### src/rtl/weight_fetch_b1.sv
// Block-1 weight fetch/unpack: loads the binary-weight ROM into a local buffer on start, then
// streams one KERNEL_SIZE-bit kernel per output channel. Optional macro: WFETCH_CACHE_EN.
module weight_fetch_b1 #(
  parameter int unsigned ADDR_WIDTH  = 8,
  parameter int unsigned DATA_WIDTH  = 32,
  parameter int unsigned DATA_DEPTH  = 2,
  parameter int unsigned KERNEL_SIZE = 7,
  parameter int unsigned OUT_CH      = 8,
  parameter int unsigned CH_WIDTH    = 3
) (
  input  logic                   clk,
  input  logic                   rst,
  input  logic                   start,
  output logic                   busy,
  output logic                   done,
  output logic                   rom_en,
  output logic [ADDR_WIDTH-1:0]  rom_addr,
  input  logic [DATA_WIDTH-1:0]  rom_data,
  output logic                   w_valid,
  input  logic                   w_ready,
  output logic [KERNEL_SIZE-1:0] w_data,
  output logic [CH_WIDTH-1:0]    w_ch,
  output logic                   w_last
);

  localparam int unsigned BufWidth = DATA_WIDTH * DATA_DEPTH;
  localparam logic [CH_WIDTH-1:0]   LastCh   = CH_WIDTH'(OUT_CH - 1);
  localparam logic [ADDR_WIDTH-1:0] LastAddr = ADDR_WIDTH'(DATA_DEPTH - 1);

  typedef enum logic [1:0] {StIdle, StFetch, StDrain, StStream} state_e;

  state_e                  state_q, state_d;
  logic                    busy_q, busy_d;
  logic                    done_q, done_d;
  logic                    rom_en_q, rom_en_d;
  logic [ADDR_WIDTH-1:0]   rom_addr_q, rom_addr_d;
  logic                    w_valid_q, w_valid_d;
  logic [KERNEL_SIZE-1:0]  w_data_q, w_data_d;
  logic [CH_WIDTH-1:0]     w_ch_q, w_ch_d;
  logic                    w_last_q, w_last_d;
  logic [BufWidth-1:0]     buf_q, buf_d;
  // Read return tracking: ROM data arrives one cycle after each enabled address.
  logic                    rd_pend_q, rd_pend_d;
  logic [ADDR_WIDTH-1:0]   rd_idx_q, rd_idx_d;
  logic                    cache_hit;
  logic                    fetch_done;
  logic [CH_WIDTH-1:0]     next_ch;

  function automatic logic [KERNEL_SIZE-1:0] kernel_of(input logic [BufWidth-1:0] b,
                                                       input logic [CH_WIDTH-1:0] c);
    kernel_of = '0;
    for (int i = 0; i < int'(OUT_CH); i++) begin
      if (c == CH_WIDTH'(i)) kernel_of = b[i*KERNEL_SIZE +: KERNEL_SIZE];
    end
  endfunction

`ifdef WFETCH_CACHE_EN
  logic loaded_q;

  always_ff @(posedge clk or posedge rst) begin
    if (rst) begin
      loaded_q <= 1'b0;
    end else if (fetch_done) begin
      loaded_q <= 1'b1;
    end
  end

  assign cache_hit = loaded_q;
`else
  assign cache_hit = 1'b0;
`endif

  assign next_ch = CH_WIDTH'(w_ch_q + 1'b1);

  always_comb begin
    buf_d = buf_q;
    for (int k = 0; k < int'(DATA_DEPTH); k++) begin
      if (rd_pend_q && rd_idx_q == ADDR_WIDTH'(k)) buf_d[k*DATA_WIDTH +: DATA_WIDTH] = rom_data;
    end
  end

  always_comb begin
    state_d    = state_q;
    busy_d     = busy_q;
    done_d     = 1'b0;
    rom_en_d   = 1'b0;
    rom_addr_d = rom_addr_q;
    w_valid_d  = w_valid_q;
    w_data_d   = w_data_q;
    w_ch_d     = w_ch_q;
    w_last_d   = w_last_q;
    rd_pend_d  = rom_en_q;
    rd_idx_d   = rom_addr_q;
    fetch_done = 1'b0;

    unique case (state_q)
      StIdle: begin
        if (start) begin
          busy_d = 1'b1;
          if (cache_hit) begin
            state_d   = StStream;
            w_valid_d = 1'b1;
            w_ch_d    = '0;
            w_data_d  = kernel_of(buf_d, '0);
            w_last_d  = (LastCh == '0);
          end else begin
            state_d    = StFetch;
            rom_en_d   = 1'b1;
            rom_addr_d = '0;
          end
        end
      end
      StFetch: begin
        if (rom_addr_q == LastAddr) begin
          state_d = StDrain;
        end else begin
          rom_en_d   = 1'b1;
          rom_addr_d = rom_addr_q + 1'b1;
        end
      end
      StDrain: begin
        // Last word lands in buf_d this cycle, so kernel 0 is taken from it directly.
        state_d    = StStream;
        fetch_done = 1'b1;
        w_valid_d  = 1'b1;
        w_ch_d     = '0;
        w_data_d   = kernel_of(buf_d, '0);
        w_last_d   = (LastCh == '0);
      end
      StStream: begin
        if (w_valid_q && w_ready) begin
          if (w_last_q) begin
            state_d   = StIdle;
            w_valid_d = 1'b0;
            w_last_d  = 1'b0;
            busy_d    = 1'b0;
            done_d    = 1'b1;
          end else begin
            w_ch_d   = next_ch;
            w_data_d = kernel_of(buf_d, next_ch);
            w_last_d = (next_ch == LastCh);
          end
        end
      end
      default: state_d = StIdle;
    endcase
  end

  always_ff @(posedge clk or posedge rst) begin
    if (rst) begin
      state_q    <= StIdle;
      busy_q     <= 1'b0;
      done_q     <= 1'b0;
      rom_en_q   <= 1'b0;
      rom_addr_q <= '0;
      w_valid_q  <= 1'b0;
      w_data_q   <= '0;
      w_ch_q     <= '0;
      w_last_q   <= 1'b0;
      buf_q      <= '0;
      rd_pend_q  <= 1'b0;
      rd_idx_q   <= '0;
    end else begin
      state_q    <= state_d;
      busy_q     <= busy_d;
      done_q     <= done_d;
      rom_en_q   <= rom_en_d;
      rom_addr_q <= rom_addr_d;
      w_valid_q  <= w_valid_d;
      w_data_q   <= w_data_d;
      w_ch_q     <= w_ch_d;
      w_last_q   <= w_last_d;
      buf_q      <= buf_d;
      rd_pend_q  <= rd_pend_d;
      rd_idx_q   <= rd_idx_d;
    end
  end

  assign busy     = busy_q;
  assign done     = done_q;
  assign rom_en   = rom_en_q;
  assign rom_addr = rom_addr_q;
  assign w_valid  = w_valid_q;
  assign w_data   = w_data_q;
  assign w_ch     = w_ch_q;
  assign w_last   = w_last_q;

endmodule

### config.mk
export PLATFORM = sky130hd
export DESIGN_NAME = weight_fetch_b1
export DESIGN_NICKNAME = d
export VERILOG_FILES = /design/src/rtl/weight_fetch_b1.sv
export SDC_FILE = /design/constraint.sdc
export NUM_CORES = 1
export LEC_CHECK = 0
export CAP_MARGIN = 20
export CORE_AREA = 5 5 103 105
export DETAILED_ROUTE_END_ITERATION = 12
export DIE_AREA = 0 0 108 110
export PLACE_DENSITY_LB_ADDON = 0.2
export SLEW_MARGIN = 20
export SYNTH_ARGS = -nofsm -noshare
export SYNTH_HDL_FRONTEND = slang
export SYNTH_SLANG_ARGS = --single-unit
### constraint.sdc
create_clock -name clk -period 5.3 [get_ports clk]
set_input_delay 1.59 -clock clk [delete_from_list [all_inputs] [get_ports clk]]
set_output_delay 1.59 -clock clk [all_outputs]
set_load 0.02 [all_outputs]
* Word-level counts from Yosys, hierarchy flattened
Cells that the tools add are included.
** Storage, ports and cells
- Word-level logic and storage cells :: 85
- Bits in writable memories :: 0
- Bits of input ports :: 36
- Latch bits :: 0
- Memory bits (read-only) :: 0
- Output and inout bits :: 23
- Memories :: 0
- Register bits after elaboration :: 90
** Cells by class
- Multiply operators :: 0
- Shift-type cells :: 0
- Eq/ne operators :: 18
- Order comparisons :: 0
- Bitwise operators :: 0
- Div/mod/pow operators :: 0
- Multiplexer cells :: 38
- Reductions and logical operators :: 15
- $add $sub $neg :: 2
** Operators with widths (number)
- 2-to-1 mux 7 bit :: 10
- 2-to-1 mux 32 bit :: 1
- 2-to-1 mux 24 bit :: 1
- equality test 8 x 1 -> 1 bit (second input constant) :: 2
- 2-to-1 mux 8 bit :: 2
- one-hot mux 8 bit (2 select lines) :: 1
- one-hot mux 7 bit (2 select lines) :: 1
- equality test 3 bit (second input constant) :: 4
- != test 2 bit (second input constant) :: 6
- 2-to-1 mux 1 bit :: 10
- AND reduction 3 bit :: 3
- adder 8 x 1 -> 8 bit (second input constant) :: 1
- logical NOT 8 bit :: 1
- 2-to-1 mux 2 bit :: 4
- one-hot mux 1 bit (2 select lines) :: 4
- one-hot mux 2 bit (4 select lines) :: 1
- AND reduction 4 bit :: 2
- equality test 3 x 2 -> 1 bit (second input constant) :: 2
- 2-to-1 mux 3 bit :: 2
- one-hot mux 3 bit (2 select lines) :: 1
- nonzero test 2 bit :: 3
- equality test 2 bit (second input constant) :: 2
- adder 3 x 1 -> 3 bit (second input constant) :: 1
- equality test 3 x 1 -> 1 bit (second input constant) :: 1
- other kinds (5) :: 7

* Depth between registers and ports, before layout
Gate-level depths: netlist of the first run.
- Depth in word-level cells :: 14
- Mapped depth :: 10
- Gate-level depth less buffers :: 8

* Least setup slack after synthesis of the first run
Ideal clock, no wire load.
- Kind :: input port to flip-flop
- Start point :: input port w_ready
- End point :: register w_data_q[0] (netlist: w_data[0])
- Arrival time :: 2831 ps
- Buffers on the path :: 1
- Stages on the path :: 6
- Setup time :: 104 ps
- Required time :: 5196 ps
- Path slack :: 2365 ps
- Cells stage by stage :: nand2_1 -> nor3_1 -> a21o_1 -> clkbuf_1 -> nor2_1 -> a221oi_1
** Between the ends
- Cells in the longest elaborated chain, start to end :: 3
** Ends and longest elaborated chain
- from (decl) :: line 20 : input logic w_ready,
- logical AND 1 bit :: line 131 : if (w_valid_q && w_ready) begin
- != test 2 bit (no line)
- AND reduction 3 bit (no line)
- to (signal assigned) :: line 170 : w_data_q <= w_data_d;
- to (decl) :: line 38 : logic [KERNEL_SIZE-1:0] w_data_q, w_data_d;
Every way passes these cells.
A chain may end at the register's enable or synchronous reset.

* Worst setup path after layout of the first run
- Start point :: input port w_ready
- End point :: register w_data_q[5] (netlist: w_data[5])
The elaborated chain is that of the path after synthesis.

==> results.py, run 1 <==
metrics = {
    "final_layout": {
        "final_common_cell": "dfrtp_1",
        "drive_gt1_share_pct": 19.4,
        "most-common-layout-cells": "dfrtp_1 (90), clkdlybuf4s50_1 (58), mux2_2 (53)",
        "diodes": 0,
        "num-nets-final": 466,
        "fill_cells": 883,
        "areaGrowthSynthToFinish_pct": 19.5,
        "seq_area_sq_mm": 0.00225,
        "multi_input_area_sq_mm": 0.00191,
        "design_area_sq_mm": 0.00518,
    },
    "route": {
        "wl_um": 10100,
        "drt-pass1-iter-count": 4,
        "via_count": 3128,
        "drt_iter0_markers": 158,
        "postRouteAntennaNets": 0,
        "vias_per_cell": 5.63,
        "wl_per_cell_um": 18.1,
        "drc": 0,
    },
    "sta": {
        "max-slew-margin-rel_pct": 41.8,
        "finalCritPeriodShare_pct": 64.3,
        "clock_skew_ns": 0.00795,
        "fin_tns_setup_ns": 0,
        "setup_viol": 0,
        "hold_viol": 0,
        "period_needed_ns": 3.41,
        "max_freq_ghz": 0.293,
        "rsz0062_at_grt": "false",
        "slew_viol_final": 0,
        "tightest_slew_ns": 0.866,
    },
    "power": {
        "leakage_nw": 2.17,
        "finalPower_mw": 2.99,
        "ir_drop_mv": 0.298,
        "power_density_mw_per_mm2": 577,
    },
    "placed_design": {
        "portBuffers": 58,
        "hpwlAfterDp_um": 7040,
        "postPlaceCellArea_sq_mm": 0.00499,
        "gp_congestion": 0.871,
    },
    "yosys": {
        "yosysWarnings": 0,
        "synth-seq-cells": 90,
        "yosysSeqAreaShare_pct": 51.9,
        "avgSynthCellArea_sq_um": 12.0,
        "synthDistinctLibCells": 47,
        "yosysTopAreaCellShare_pct": 51.9,
        "synth_async_sr_flop_share_pct": 100,
        "synthesis.nets": 411,
        "syn_area_sq_mm": 0.00434,
        "synth-edff-count": 0,
        "syn_inst": 363,
        "dominantRegCellSynth": "dfrtp_1",
        "yosys-top-cells-area": "dfrtp_1 (52%), mux2_2 (14%), ha_1 (3.5%), o21ai_0 (2.5%), o211ai_1 (2.1%)",
        "synth_area_leader_cell": "dfrtp_1",
    },
    "clocking": {
        "clk_latency_ns": 0.37,
        "post-cts-setup-buffers": 0,
        "cts.hold.buffers_added": 0,
        "clk_pin_slew_worst_paths_ns": 0.08,
        "tritoncts": "done",
        "htree_levels": 3,
        "numCtsBuffers": 9,
        "clock-root-buffer": "clkbuf_8",
        "cts_sinks": 90,
        "post_cts_resized": 0,
        "cts.path.max_buffers": 2,
    },
    "worst_setup_path": {
        "criticalPathCategory": "primary input to flop",
        "required_ns": 5.59,
        "critPathCaptureType": "flop",
        "path_max_fanout": 16,
        "critical_path_arrival_ns": 3.70,
        "worstRegToRegCells": 7,
        "start_kind": "primary input",
    },
    "floorplan": {
        "dieArea_sq_mm": 0.0119,
        "start_util_pct": 45.4,
        "die_y_um": 110,
        "pin_count": 59,
        "fp-row-count": 36,
        "core_sq_mm": 0.00955,
        "fp.dieW_um": 108,
    },
    "global_route": {
        "grt_pass1_wl_um": 16300,
        "antenna_found_initial": 0,
        "grt_usage_pct": 17.9,
        "grt_pass1_vias": 3179,
        "overflow": 0,
        "grt_max_degree": 47,
    },
    "worst_hold_path": {
        "hold_depth": 0,
        "hp-class": "flop to flop",
    },
    "run_status": {
        "outcome": "completed",
    },
    "flow_run": {
        "cap_viol_max_count": 0,
    },
}
==> routing by layer <==
layer,track usage (%),part of all wire [%],vias up
met3,4.14,5.2,16
li1,-,-,1454
met1,23.7,45,1570
met4,6.94,2.2,0
met5,0,0,-
met2,28.6,48,88
==> synth_stat cells, drive strengths merged (5+ instances only) <==
master	instances
nand3	9
nand2	16
dfrtp	90
a21o	6
mux2	57
xor2	5
ha	12
or3	13
a221oi	7
o211ai	12
a221o	8
o21ai	22
clkbuf	9
buf	8
a21oi	8
o22ai	14
inv	14
nor2	21
a32o	5
==> state kept, by name, indices dropped and copies added, names as in the netlist <==
register and count:
buf_q 56, rd_idx_q 8, rom_addr 8, w_data 7
w_ch 3, state_q 2, busy 1, done 1
rd_pend_q 1, rom_en 1, w_last 1, w_valid 1
==> stage by stage <==
| stage | setup WS [ns] | hold WS [ns] | std cells | utilization (%) |
|---|---|---|---|---|
| floorplan | 1.37 | 0.466 | 363 | - |
| global placement | 1.62 | 0.394 | 540 | 52.2 |
| detailed placement | 1.54 | 0.396 | 540 | 52.2 |
| CTS | 1.92 | 0.420 | 556 | 54.3 |
| global route | 1.74 | 0.431 | 556 | 54.3 |
| finish | 1.89 | 0.418 | 556 | 54.3 |
==> report_power, final <==
part	internal, mW	switching (mW)
clock	0.231	0.246
sequential	0.985	0.133
combinational	0.668	0.728
total	1.88	1.11
==> area by class of cell <==
class,count,area share (%)
sequential,90,43.4
multi-input combinational,242,36.9
timing repair buffer,61,11.6
tap,133,3.21
clock buffer,12,2.80
inverter,14,1.04
clock inverter,4,0.990
==> cells by family after synthesis <==
family / after synthesis / share of synthesized area, %
AND/OR/NAND/NOR: 74 / 8.71
flip-flops: 90 / 51.9
AO/OA/AOI/OAI: 90 / 14.9
buffers and inverters: 31 / 4.04
XOR/XNOR: 8 / 1.61
multiplexers: 58 / 15.4
adder cells (fa/ha/maj): 12 / 3.46
==> worst paths after layout <==
kind,startpoint,end,slack [ns]
max,w_ready,w_data[5]$_DFFE_PP0P_,1.89
max reg2reg,w_ch[1]$_DFFE_PP0P_,w_data[6]$_DFFE_PP0P_,2.35
max in group asynchronous,rst,buf_q[26]$_DFF_PP0_,3.20
min reg2reg,rom_en$_DFF_PP0_,rd_pend_q$_DFF_PP0_,0.42
min,rom_en$_DFF_PP0_,rd_pend_q$_DFF_PP0_,0.42
min in group asynchronous,rst,buf_q[35]$_DFF_PP0_,1.70
==> worst max-delay path, cell delays in order <==
cell,delay (ns)
clkdlybuf4s50_1,0.50
nand2_1,0.10
nor3_1,0.51
a21o_1,0.48
nor2_1,0.09
a221o_1,0.29
a41oi_2,0.14
(Power assumes the default switching activity.)
==> run 2, diff against run 1 <==
==> constraint.sdc (replaced) <==
create_clock -name clk -period 3.4 [get_ports clk]
set_input_delay 1.02 -clock clk [delete_from_list [all_inputs] [get_ports clk]]
set_output_delay 1.02 -clock clk [all_outputs]
set_load 0.02 [all_outputs]
==> results.py, run 2 (same netlist as run 1, synthesis figures left out) <==
metrics = {
    "run_status": {
        "outcome": "completed",
    },
    "sta": {
        "hold_viol": 0,
        "rsz0062_at_grt": "false",
        "finalCritPeriodShare_pct": 76.2,
        "fin_tns_setup_ns": 0,
        "max_freq_ghz": 0.386,
        "max-slew-margin-rel_pct": 59.1,
        "period_needed_ns": 2.59,
        "setup_viol": 0,
        "whs_ns": 0.406,
        "tightest_slew_ns": 0.612,
        "clock_skew_ns": 0.0135,
        "slew_viol_final": 0,
    },
    "final_layout": {
        "largest_reg_flops": 56,
        "design_area_sq_mm": 0.00524,
        "stdcell_count": 564,
        "final_common_cell": "dfrtp_1",
        "num-nets-final": 474,
        "most-common-layout-cells": "dfrtp_1 (90), clkdlybuf4s50_1 (58), mux2_2 (53)",
        "top_register": "buf_q",
        "areaGrowthSynthToFinish_pct": 20.8,
        "fill_cells": 868,
        "drive_gt1_share_pct": 21.3,
        "diodes": 0,
    },
    "worst_setup_path": {
        "r2r-end": "w_data[5]$_DFFE_PP0P_",
        "worstRegToRegCells": 7,
        "critical_path_arrival_ns": 2.83,
        "start_kind": "primary input",
        "reg2reg_from": "state_q[1]$_DFFE_PP0P_",
        "critPathCaptureType": "flop",
        "cpMaxStageDelayCell": "clkdlybuf4s50_1",
        "cpPeakStageDelay_ns": 0.50,
        "regToRegSetupSlack_ns": 0.85,
        "path_max_fanout": 7,
        "required_ns": 3.64,
        "criticalPathCategory": "primary input to flop",
        "path_cells": "clkdlybuf4s50_1, nand2_1, or3_1, or3_1, a21oi_1, a221o_1, a41oi_2",
        "worst_path_most_repeated_cell": "or3_1",
    },
    "clocking": {
        "post_cts_resized": 0,
        "numCtsBuffers": 9,
        "post-cts-setup-buffers": 0,
        "clk_pin_slew_worst_paths_ns": 0.10,
        "cts_sinks": 90,
        "htree_levels": 3,
        "clk_latency_ns": 0.36,
        "tritoncts": "done",
        "clock-root-buffer": "clkbuf_8",
        "cts.hold.buffers_added": 0,
        "cts.path.max_buffers": 2,
    },
    "worst_hold_path": {
        "hp-class": "flop to flop",
        "min_to": "rd_pend_q$_DFF_PP0_",
        "hp-start": "rom_en$_DFF_PP0_",
        "hold_depth": 0,
    },
    "placed_design": {
        "portBuffers": 58,
        "hpwlAfterDp_um": 7290,
        "postPlaceCellArea_sq_mm": 0.00505,
        "dp_cells": 548,
        "gp_congestion": 0.922,
    },
    "floorplan": {
        "fp-row-count": 36,
        "core_sq_mm": 0.00955,
        "fp.dieW_um": 108,
        "pin_count": 59,
        "die_y_um": 110,
        "dieArea_sq_mm": 0.0119,
        "start_util_pct": 45.4,
    },
    "global_route": {
        "antenna_found_initial": 0,
        "overflow": 0,
        "grt_pass1_vias": 3282,
        "grt_pass1_wl_um": 16900,
        "grt_max_degree": 34,
        "grt_usage_pct": 18.1,
    },
    "route": {
        "wl_um": 10000,
        "postRouteAntennaNets": 0,
        "drt_iter0_markers": 149,
        "via_count": 3134,
        "vias_per_cell": 5.56,
        "drt-pass1-iter-count": 4,
        "drc": 0,
        "wl_per_cell_um": 17.8,
    },
    "power": {
        "leakage_nw": 2.21,
        "finalPower_mw": 4.68,
        "ir_drop_mv": 0.470,
        "power_density_mw_per_mm2": 893,
    },
    "flow_run": {
        "cap_viol_max_count": 0,
    },
}
[run 2: cell types whose count changed in the layout (fill, tap and decap cells not counted), sizes merged]
cell,delta
bufinv,-1
clkinvlp,-1
clkinv,-1
buf,+8
inv,+5
clkbuf,-2
[run 2: worst max-delay path by stage]
stage | cells after the start | slack (ns) | startpoint | end
floorplan | 1 | 0.04 | rst | buf_q[0]$_DFF_PP0_
global placement | 7 | 0.48 | w_ready | w_data[5]$_DFFE_PP0P_
detailed placement | 7 | 0.45 | w_ready | w_data[5]$_DFFE_PP0P_
CTS | 7 | 0.83 | w_ready | w_data[5]$_DFFE_PP0P_
global route | 7 | 0.67 | state_q[1]$_DFFE_PP0P_ | w_data[5]$_DFFE_PP0P_
finish | 7 | 0.81 | w_ready | w_data[5]$_DFFE_PP0P_
[run 2: area by class of cell]
class                           count  area [sq um]  share of cell area (%)
Clock inverter                      6          55.1                    1.05
Tap cell                          133           166                    3.18
Timing Repair Buffer               69           663                    12.7
Multi-Input combinational cell    242          1910                    36.5
Clock buffer                       10           138                    2.63
Inverter                           14          53.8                    1.03
Sequential cell                    90          2250                    43.0
[run 2: metrics by stage]
stage | util [%] | worst slack [ns]
final | 54.9 | 0.811
after global routing | 54.9 | 0.673
after CTS | 54.9 | 0.835
after detailed placement | 52.9 | 0.448
after global placement | 52.9 | 0.476
after floorplan | - | 0.0447
[run 2: layer usage]
metal  track usage [%]  vias to the layer above  part of all wire (%)
met5                 0                        -                     0
met4              6.22                        0                   1.8
met3              3.55                       16                   5.2
met2              29.1                       87                    49
met1              24.7                     1561                    44
li1                  -                     1470                     -
[run 2: worst max-delay path: cells and delay by family]
kind | cells | cell delay (ns)
AND/OR/NAND/NOR | 3 | 0.92
buffers and inverters | 1 | 0.50
AO/OA/AOI/OAI | 3 | 0.39
[run 2: where the power goes]
part	switching (mW)	total (mW)	internal [mW]
logic	1.13	2.20	1.07
registers	0.209	1.74	1.53
clock network	0.426	0.730	0.304
==> run 3, diff against run 2 <==
==> constraint.sdc (replaced) <==
create_clock -name clk -period 2.71 [get_ports clk]
set_input_delay 0.813 -clock clk [delete_from_list [all_inputs] [get_ports clk]]
set_output_delay 0.813 -clock clk [all_outputs]
set_load 0.02 [all_outputs]
==> results.py, run 3 (same netlist as run 1, synthesis figures left out) <==
metrics = {
    "run_status": {
        "outcome": "completed",
    },
    "clocking": {
        "cts.path.max_buffers": 2,
        "clock-root-buffer": "clkbuf_8",
        "clk_pin_slew_worst_paths_ns": 0.09,
        "post_cts_resized": 0,
        "htree_levels": 3,
        "numCtsBuffers": 9,
        "post-cts-setup-buffers": 0,
        "clk_latency_ns": 0.36,
        "tritoncts": "done",
        "cts.hold.buffers_added": 0,
        "cts_sinks": 90,
    },
    "power": {
        "leakage_nw": 2.22,
        "finalPower_mw": 6.04,
        "ir_drop_mv": 0.618,
        "power_density_mw_per_mm2": 1140,
    },
    "final_layout": {
        "diodes": 0,
        "num-nets-final": 473,
        "stdcell_count": 563,
        "drive_gt1_share_pct": 20.9,
        "largest_reg_flops": 56,
        "final_core_utilization_pct": 55.5,
        "fill_cells": 845,
        "most-common-layout-cells": "dfrtp_1 (90), clkdlybuf4s50_1 (58), mux2_2 (53)",
        "design_area_sq_mm": 0.00530,
        "final_common_cell": "dfrtp_1",
        "areaGrowthSynthToFinish_pct": 22.1,
        "top_register": "buf_q",
    },
    "worst_setup_path": {
        "cpMaxStageDelayCell": "or3_1",
        "critPathBufInv": 1,
        "start_kind": "primary input",
        "critPathCaptureType": "flop",
        "cp_top_family": "simple AND/OR/NAND/NOR gates",
        "cpPeakStageDelay_ns": 0.51,
        "critical_path_arrival_ns": 2.68,
        "path_cells": "clkdlybuf4s50_1, nand2_1, or3_1, or3_1, a21oi_1, a221o_1, a41oi_2",
        "worst_path_most_repeated_cell": "or3_1",
        "criticalPathCategory": "primary input to flop",
        "path_max_fanout": 7,
        "required_ns": 2.94,
    },
    "route": {
        "via_count": 3140,
        "drc": 0,
        "vias_per_cell": 5.58,
        "drt-pass1-iter-count": 4,
        "wl_per_cell_um": 18.3,
        "postRouteAntennaNets": 0,
        "drt_iter0_markers": 140,
        "wl_um": 10300,
    },
    "global_route": {
        "grt_usage_pct": 18.3,
        "overflow": 0,
        "grt_max_degree": 91,
        "antenna_found_initial": 0,
        "grt_pass1_wl_um": 16600,
        "grt_pass1_vias": 3185,
    },
    "sta": {
        "slew_viol_final": 0,
        "whs_ns": 0.410,
        "max_freq_ghz": 0.409,
        "period_needed_ns": 2.45,
        "setup_viol": 0,
        "rsz0062_at_grt": "false",
        "clock_skew_ns": 0.00825,
        "fin_ws_ns": 0.263,
        "max-slew-margin-rel_pct": 58.4,
        "finalCritPeriodShare_pct": 90.3,
        "tightest_slew_ns": 0.621,
        "fin_tns_setup_ns": 0,
        "hold_viol": 0,
    },
    "worst_hold_path": {
        "hp-class": "flop to flop",
    },
    "placed_design": {
        "gp_congestion": 0.883,
        "dp_cells": 547,
        "hpwlAfterDp_um": 7240,
        "portBuffers": 58,
        "postPlaceCellArea_sq_mm": 0.00508,
        "place_ws_ns": -0.0967,
    },
    "flow_run": {
        "cap_viol_max_count": 0,
    },
    "floorplan": {
        "core_sq_mm": 0.00955,
        "start_util_pct": 45.4,
        "fp-row-count": 36,
        "dieArea_sq_mm": 0.0119,
        "die_y_um": 110,
        "pin_count": 59,
        "fp.dieW_um": 108,
    },
}
-- run 3: path summary, 6_finish.rpt --
check / endpoint / slack [ns] / start / cells after the start
max in group asynchronous: buf_q[18]$_DFF_PP0_ / 1.41 / rst / 3
hold reg to reg: rd_pend_q$_DFF_PP0_ / 0.41 / rom_en$_DFF_PP0_ / 0
setup / recovery: w_data[5]$_DFFE_PP0P_ / 0.26 / w_ready / 7
hold / removal: rd_pend_q$_DFF_PP0_ / 0.41 / rom_en$_DFF_PP0_ / 0
setup reg to reg: w_data[5]$_DFFE_PP0P_ / 0.38 / rd_idx_q[1]$_DFF_PP0_ / 7
min in group asynchronous: buf_q[7]$_DFF_PP0_ / 0.93 / rst / 3
-- run 3: layout make-up --
| class | count | area (sq um) | share of cell area, % |
|---|---|---|---|
| Sequential cell | 90 | 2250 | 42.5 |
| Clock inverter | 6 | 90.1 | 1.70 |
| Multi-Input combinational cell | 242 | 1910 | 36.1 |
| Tap cell | 133 | 166 | 3.14 |
| Clock buffer | 10 | 128 | 2.41 |
| Inverter | 14 | 56.3 | 1.06 |
| Timing Repair Buffer | 68 | 693 | 13.1 |
-- run 3: routing by layer --
metal | global-route usage, % | routed length, um
met1 | 24.1 | 4520
met4 | 6.31 | 202
met2 | 30.1 | 4980
met5 | 0 | 0
met3 | 3.90 | 592
-- run 3: where the power goes --
group / internal [mW] / switching, mW / leakage (nW)
clock: 0.523 / 0.493 / 0.107
combinational: 1.38 / 1.46 / 1.03
sequential: 1.93 / 0.262 / 1.09
==> RTL edit 1, RTL diff (flow settings as in run 3) <==
Build with the macro `WFETCH_CACHE_EN` defined.
--- a/src/rtl/weight_fetch_b1.sv
+++ b/src/rtl/weight_fetch_b1.sv
@@ -2,2 +2,4 @@
 // streams one KERNEL_SIZE-bit kernel per output channel. Optional macro: WFETCH_CACHE_EN.
+`define WFETCH_CACHE_EN
+
 module weight_fetch_b1 #(
Function: no difference found for any inputs over 10 cycles, from zero or initial values and one cycle with rst high; that may be too few to reach the edited logic, so the function may still have changed.
==> RTL edit 1 against run 3 <==
- routed wire length down 1.1%
- cell area shrank 0.71%
- non-clock buffer count is 1 higher
- sequential cell count is 1 higher
- global-route usage is 0.14 points higher
- fmax shrank 3.4%
- largest cell class unchanged
- worst setup slack worse by 0.087 ns
- synthesized area shrank 1.6%
- critical endpoint is now w_data[1]
Power is not compared: it rests on default switching activity, and its combinational part moved more than twofold at a synthesized area within 25%.
==> RTL edit 1: results (changes against run 3) <==
[power]
clkPwrFrac_pct=36.2
p_leak_nw=2.29
comb_power_share_pct=5.0
irDropWorstVdd_v=0.000283
cell_internal_pwr_w=0.00178

[detailed_routing]
wl_per_cell_um=18.2  ; was 18.3 µm
drtPass1Iterations=4  ; unchanged
viasPerCell=5.51  ; was 5.58
first_iter_violations=242  ; was 140

[sta]
holdWs_ns=0.419  ; was 0.410 ns
worstMarginPinSlew_ns=1.10  ; was 0.621 ns
fin_skew_ns=0.00629  ; was 0.00825 ns

[grt]
grtUsageTotal_pct=18.4  ; was 18.3%
antenna_found_initial=0  ; unchanged
grt_max_degree=92  ; was 91
grt_pass1_wl_um=16700  ; was 16600 µm
grt_pass1_vias=3257  ; was 3185

[final_layout]
largest-register=buf_q  ; unchanged
fin_cells=560  ; was 563
largest_reg_flops=56  ; unchanged
nets=469  ; was 473
drive_above_1_share_pct=18.3  ; was 20.9%
antenna_cells=0  ; unchanged

[placement]
gp_congestion=0.803  ; was 0.883
post-place-cells=544  ; was 547
post_dp_cell_area_um2=5080  ; about the same
io_buffers=58  ; unchanged
pre_cts_ws_ns=-0.0173  ; was -0.0967 ns
hpwl_um=6880  ; was 7240 µm

[critical_path]
crit_path_max_fanout=14  ; was 7
r2r-start=w_ch[1]  ; was rd_idx_q[1]
crit_arrival_ns=2.81  ; was 2.68 ns
timing.rr.end=w_data[1]  ; was w_data[5]
rrSetupSlack_ns=0.18  ; was 0.38 ns
startpoint_type=flip-flop  ; was primary input
reg2reg_depth=6  ; was 7

[clock_tree]
clockRootBuffer=clkbuf_8  ; unchanged
clk_pin_slew_ns=0.09  ; about the same
cts_made_buffers=9  ; unchanged
cts-htree-levels=3  ; unchanged
clockBufferDepth=2  ; unchanged
postCtsHoldBufs=0  ; unchanged
post_cts_buffers=0  ; unchanged
worstSkewPairLatency_ns=0.36  ; about the same
cts_resized=0  ; unchanged

[synth]
synth_common_cells=91 x dfrtp_1, 32 x mux2_2, 28 x nand2_1  ; was 90 x dfrtp_1, 53 x mux2_2, 22 x o21ai_0
syn_nets=402  ; was 411
ys.flop_type=dfrtp_1  ; unchanged
yosysUniqueCellTypes=47  ; unchanged
yosysSeqAreaShare_pct=53.3  ; was 51.9%
netlist_instances=355  ; was 363
synthTopCellsByArea=dfrtp_1 53%, mux2_2 8.4%, mux2_1 3.4%  ; was dfrtp_1 52%, mux2_2 14%, ha_1 3.5%
ys.warnings.count=0  ; unchanged

[min_path]
hp-start=rom_en  ; unchanged
hp-class=flip-flop to flip-flop  ; unchanged
hold-path-cell-count=0  ; unchanged
worstHoldEndpoint=rd_pend_q  ; unchanged

[status]
status=finished clean  ; unchanged

==> RTL edit 1: cell types whose count changed after synthesis, sizes merged, moves of 8 or more <==
cell    before  now
a22oi        0   14
o21ai       22    9
o211ai      12    0
nor2        21   13
nand2       16   28
a221o        8    0
or3         13    4
o22ai       14    0
nand3        9    1
==> RTL edit 1: worst max path at each step <==
stage                            to  slack, ns  cells past startpoint
after floorplan           w_data[1]       0.32                      8
after global placement    w_data[3]       0.07                      7
after detailed placement  w_data[0]      -0.02                      7
after CTS                 w_data[1]       0.22                      7
after global routing      w_data[1]       0.06                      6
final                     w_data[1]       0.18                      6
==> RTL edit 1: worst max-delay path, stage by stage, from the launching register on <==
cell,delay (ns)
dfrtp_1,0.46
ha_1,0.27
xnor2_1,0.22
nor2_1,0.87
o32a_1,0.27
o2111ai_1,0.13
a22oi_1,0.23
==> RTL edit 1: area by class of cell <==
class | count | area, µm²
flip-flops and latches | 91 | 2280
clock inverters | 6 | 48.8
well taps | 133 | 166
clock buffers | 10 | 128
inverters | 18 | 71.3
fillers | 845 | 4290
repair buffers | 69 | 701
multi-input cells | 233 | 1870
==> RTL edit 1: cell families (layout without fill, tap and decap cells) <==
kind of cell             count (synthesis)  after routing  synth area share [%]
AO/OA/AOI/OAI                           72             72                  12.7
XOR/XNOR                                 6              6                  1.23
adder cells (fa/ha/maj)                 11             11                  3.22
buffers and inverters                   31            103                  3.10
flip-flops                              91             91                  53.3
multiplexers                            59             59                  15.8
AND/OR/NAND/NOR                         85             85                  10.6
==> RTL edit 1: per-layer routing <==
layer	track usage, %	up-vias	wire length, µm	share of wire, %
met5	0	-	0	0
met4	6.22	0	159	1.6
met3	4.83	13	699	6.9
met2	29.1	105	4870	48
met1	24.8	1552	4450	44
li1	-	1416	-	-
==> RTL edit 2, RTL diff (config.mk and constraints of run 3) <==
Without the edit above. `rom_addr_q`, `w_data_q` and `buf_q` no longer have a reset.
--- a/src/rtl/weight_fetch_b1.sv
+++ b/src/rtl/weight_fetch_b1.sv
@@ -154,8 +154,5 @@
       rom_en_q   <= 1'b0;
-      rom_addr_q <= '0;
       w_valid_q  <= 1'b0;
-      w_data_q   <= '0;
       w_ch_q     <= '0;
       w_last_q   <= 1'b0;
-      buf_q      <= '0;
       rd_pend_q  <= 1'b0;
@@ -167,8 +164,5 @@
       rom_en_q   <= rom_en_d;
-      rom_addr_q <= rom_addr_d;
       w_valid_q  <= w_valid_d;
-      w_data_q   <= w_data_d;
       w_ch_q     <= w_ch_d;
       w_last_q   <= w_last_d;
-      buf_q      <= buf_d;
       rd_pend_q  <= rd_pend_d;
@@ -176,2 +170,8 @@
     end
+  end
+
+  always_ff @(posedge clk) begin
+    rom_addr_q <= rom_addr_d;
+    w_data_q   <= w_data_d;
+    buf_q      <= buf_d;
   end
Function: differs if rst is asserted again (counterexample within 4 cycles, from zero or initial values and one cycle with rst high); with rst held inactive, the same outputs for 10 cycles.
==> RTL edit 2 against run 3 <==
- total power down 3.1%
- synthesized cell count decreased by 10%
- cell area down 7.5%
- routed wire length fell by 12%
- synthesized area down 11%
- die area unchanged
- sequential cell count did not move
- worst setup slack got worse by 0.17 ns
- largest cell class unchanged
==> RTL edit 2: results (changes against run 3) <==
[detailed_routing]
dr_wl_met3_um=663  ; was 592 µm
first_iter_violations=154  ; was 140
drtPass1Iterations=5  ; was 4
viasPerCell=5.19  ; was 5.58
wl_per_cell_um=17.1  ; was 18.3 µm

[grt]
grt_pass1_vias=2683  ; was 3185
met1_usage_pct=19.5  ; was 24.1%
grt_max_degree=33  ; was 91
grtUsageTotal_pct=15.4  ; was 18.3%
met3_usage_pct=5.01  ; was 3.90%
grt_pass1_wl_um=13800  ; was 16600 µm

[synth]
muxShareOfSynthArea_pct=17.0  ; was 15.4%
ys_async_sr_fraction_pct=21.1  ; was 100%
synth_compound_area_share_pct=11.3  ; was 14.9%
syn_area_per_cell_um2=11.9  ; was 12.0 µm²
synthTopCellsByArea=dfxtp_1 29%, mux2_2 13%, dfrtp_1 12%  ; was dfrtp_1 52%, mux2_2 14%, ha_1 3.5%
syn_nets=373  ; was 411
synth_common_cells=56 x dfxtp_1, 46 x mux2_2, 19 x dfrtp_1  ; was 90 x dfrtp_1, 53 x mux2_2, 22 x o21ai_0
synth_edf_count=15  ; was 0
synthAdderAreaFrac_pct=3.55  ; was 3.46%
synth-xor-area-share_pct=1.81  ; was 1.61%

[critical_path]
r2r-start=rd_idx_q[3]  ; was rd_idx_q[1]
crit_arrival_ns=2.72  ; was 2.68 ns

[power]
p_leak_nw=1.96  ; was 2.22 nW
switchingPower_w=0.00206  ; was 0.00221 W
clkPwrFrac_pct=16.4  ; was 16.8%

[placement]
post_dp_cell_area_um2=4650  ; was 5080 µm²
post-place-cells=512  ; was 547
pre_cts_ws_ns=0.0971  ; was -0.0967 ns
gp_congestion=0.853  ; was 0.883
hpwl_um=6500  ; was 7240 µm

[status]
status=finished clean  ; unchanged

[final_layout]
drive_above_1_share_pct=21.2  ; was 20.9%
fin_cells=530  ; was 563
nets=439  ; was 473

[sta]
fin_skew_ns=0.0139  ; was 0.00825 ns

[RTL edit 2: cell families after synthesis]
| kind of cell | count (synthesis) |
|---|---|
| flip-flops | 90 |
| AND/OR/NAND/NOR | 74 |
| adder cells (fa/ha/maj) | 11 |
| XOR/XNOR | 8 |
| multiplexers | 58 |
| AO/OA/AOI/OAI | 59 |
| buffers and inverters | 26 |
[RTL edit 2: cell type report]
type	instances	area [µm²]	share of cell area [%]
Clock buffer	12	178	3.63
Clock inverter	4	35.0	0.715
Inverter	13	48.8	0.996
Multi-Input combinational cell	210	1730	35.3
Sequential cell	90	2050	41.8
Tap cell	133	166	3.40
Timing Repair Buffer	68	698	14.2
[RTL edit 2: path summary, 6_finish.rpt]
kind,end,slack [ns],depth (start not counted)
worst min-delay path,rd_pend_q,0.41,0
min in group asynchronous,busy,0.86,2
max in group asynchronous,rd_idx_q[3],1.40,2
worst max register to register,w_data[0],0.09,8
worst max-delay path,w_data[0],0.09,8
worst min register to register,rd_pend_q,0.41,0
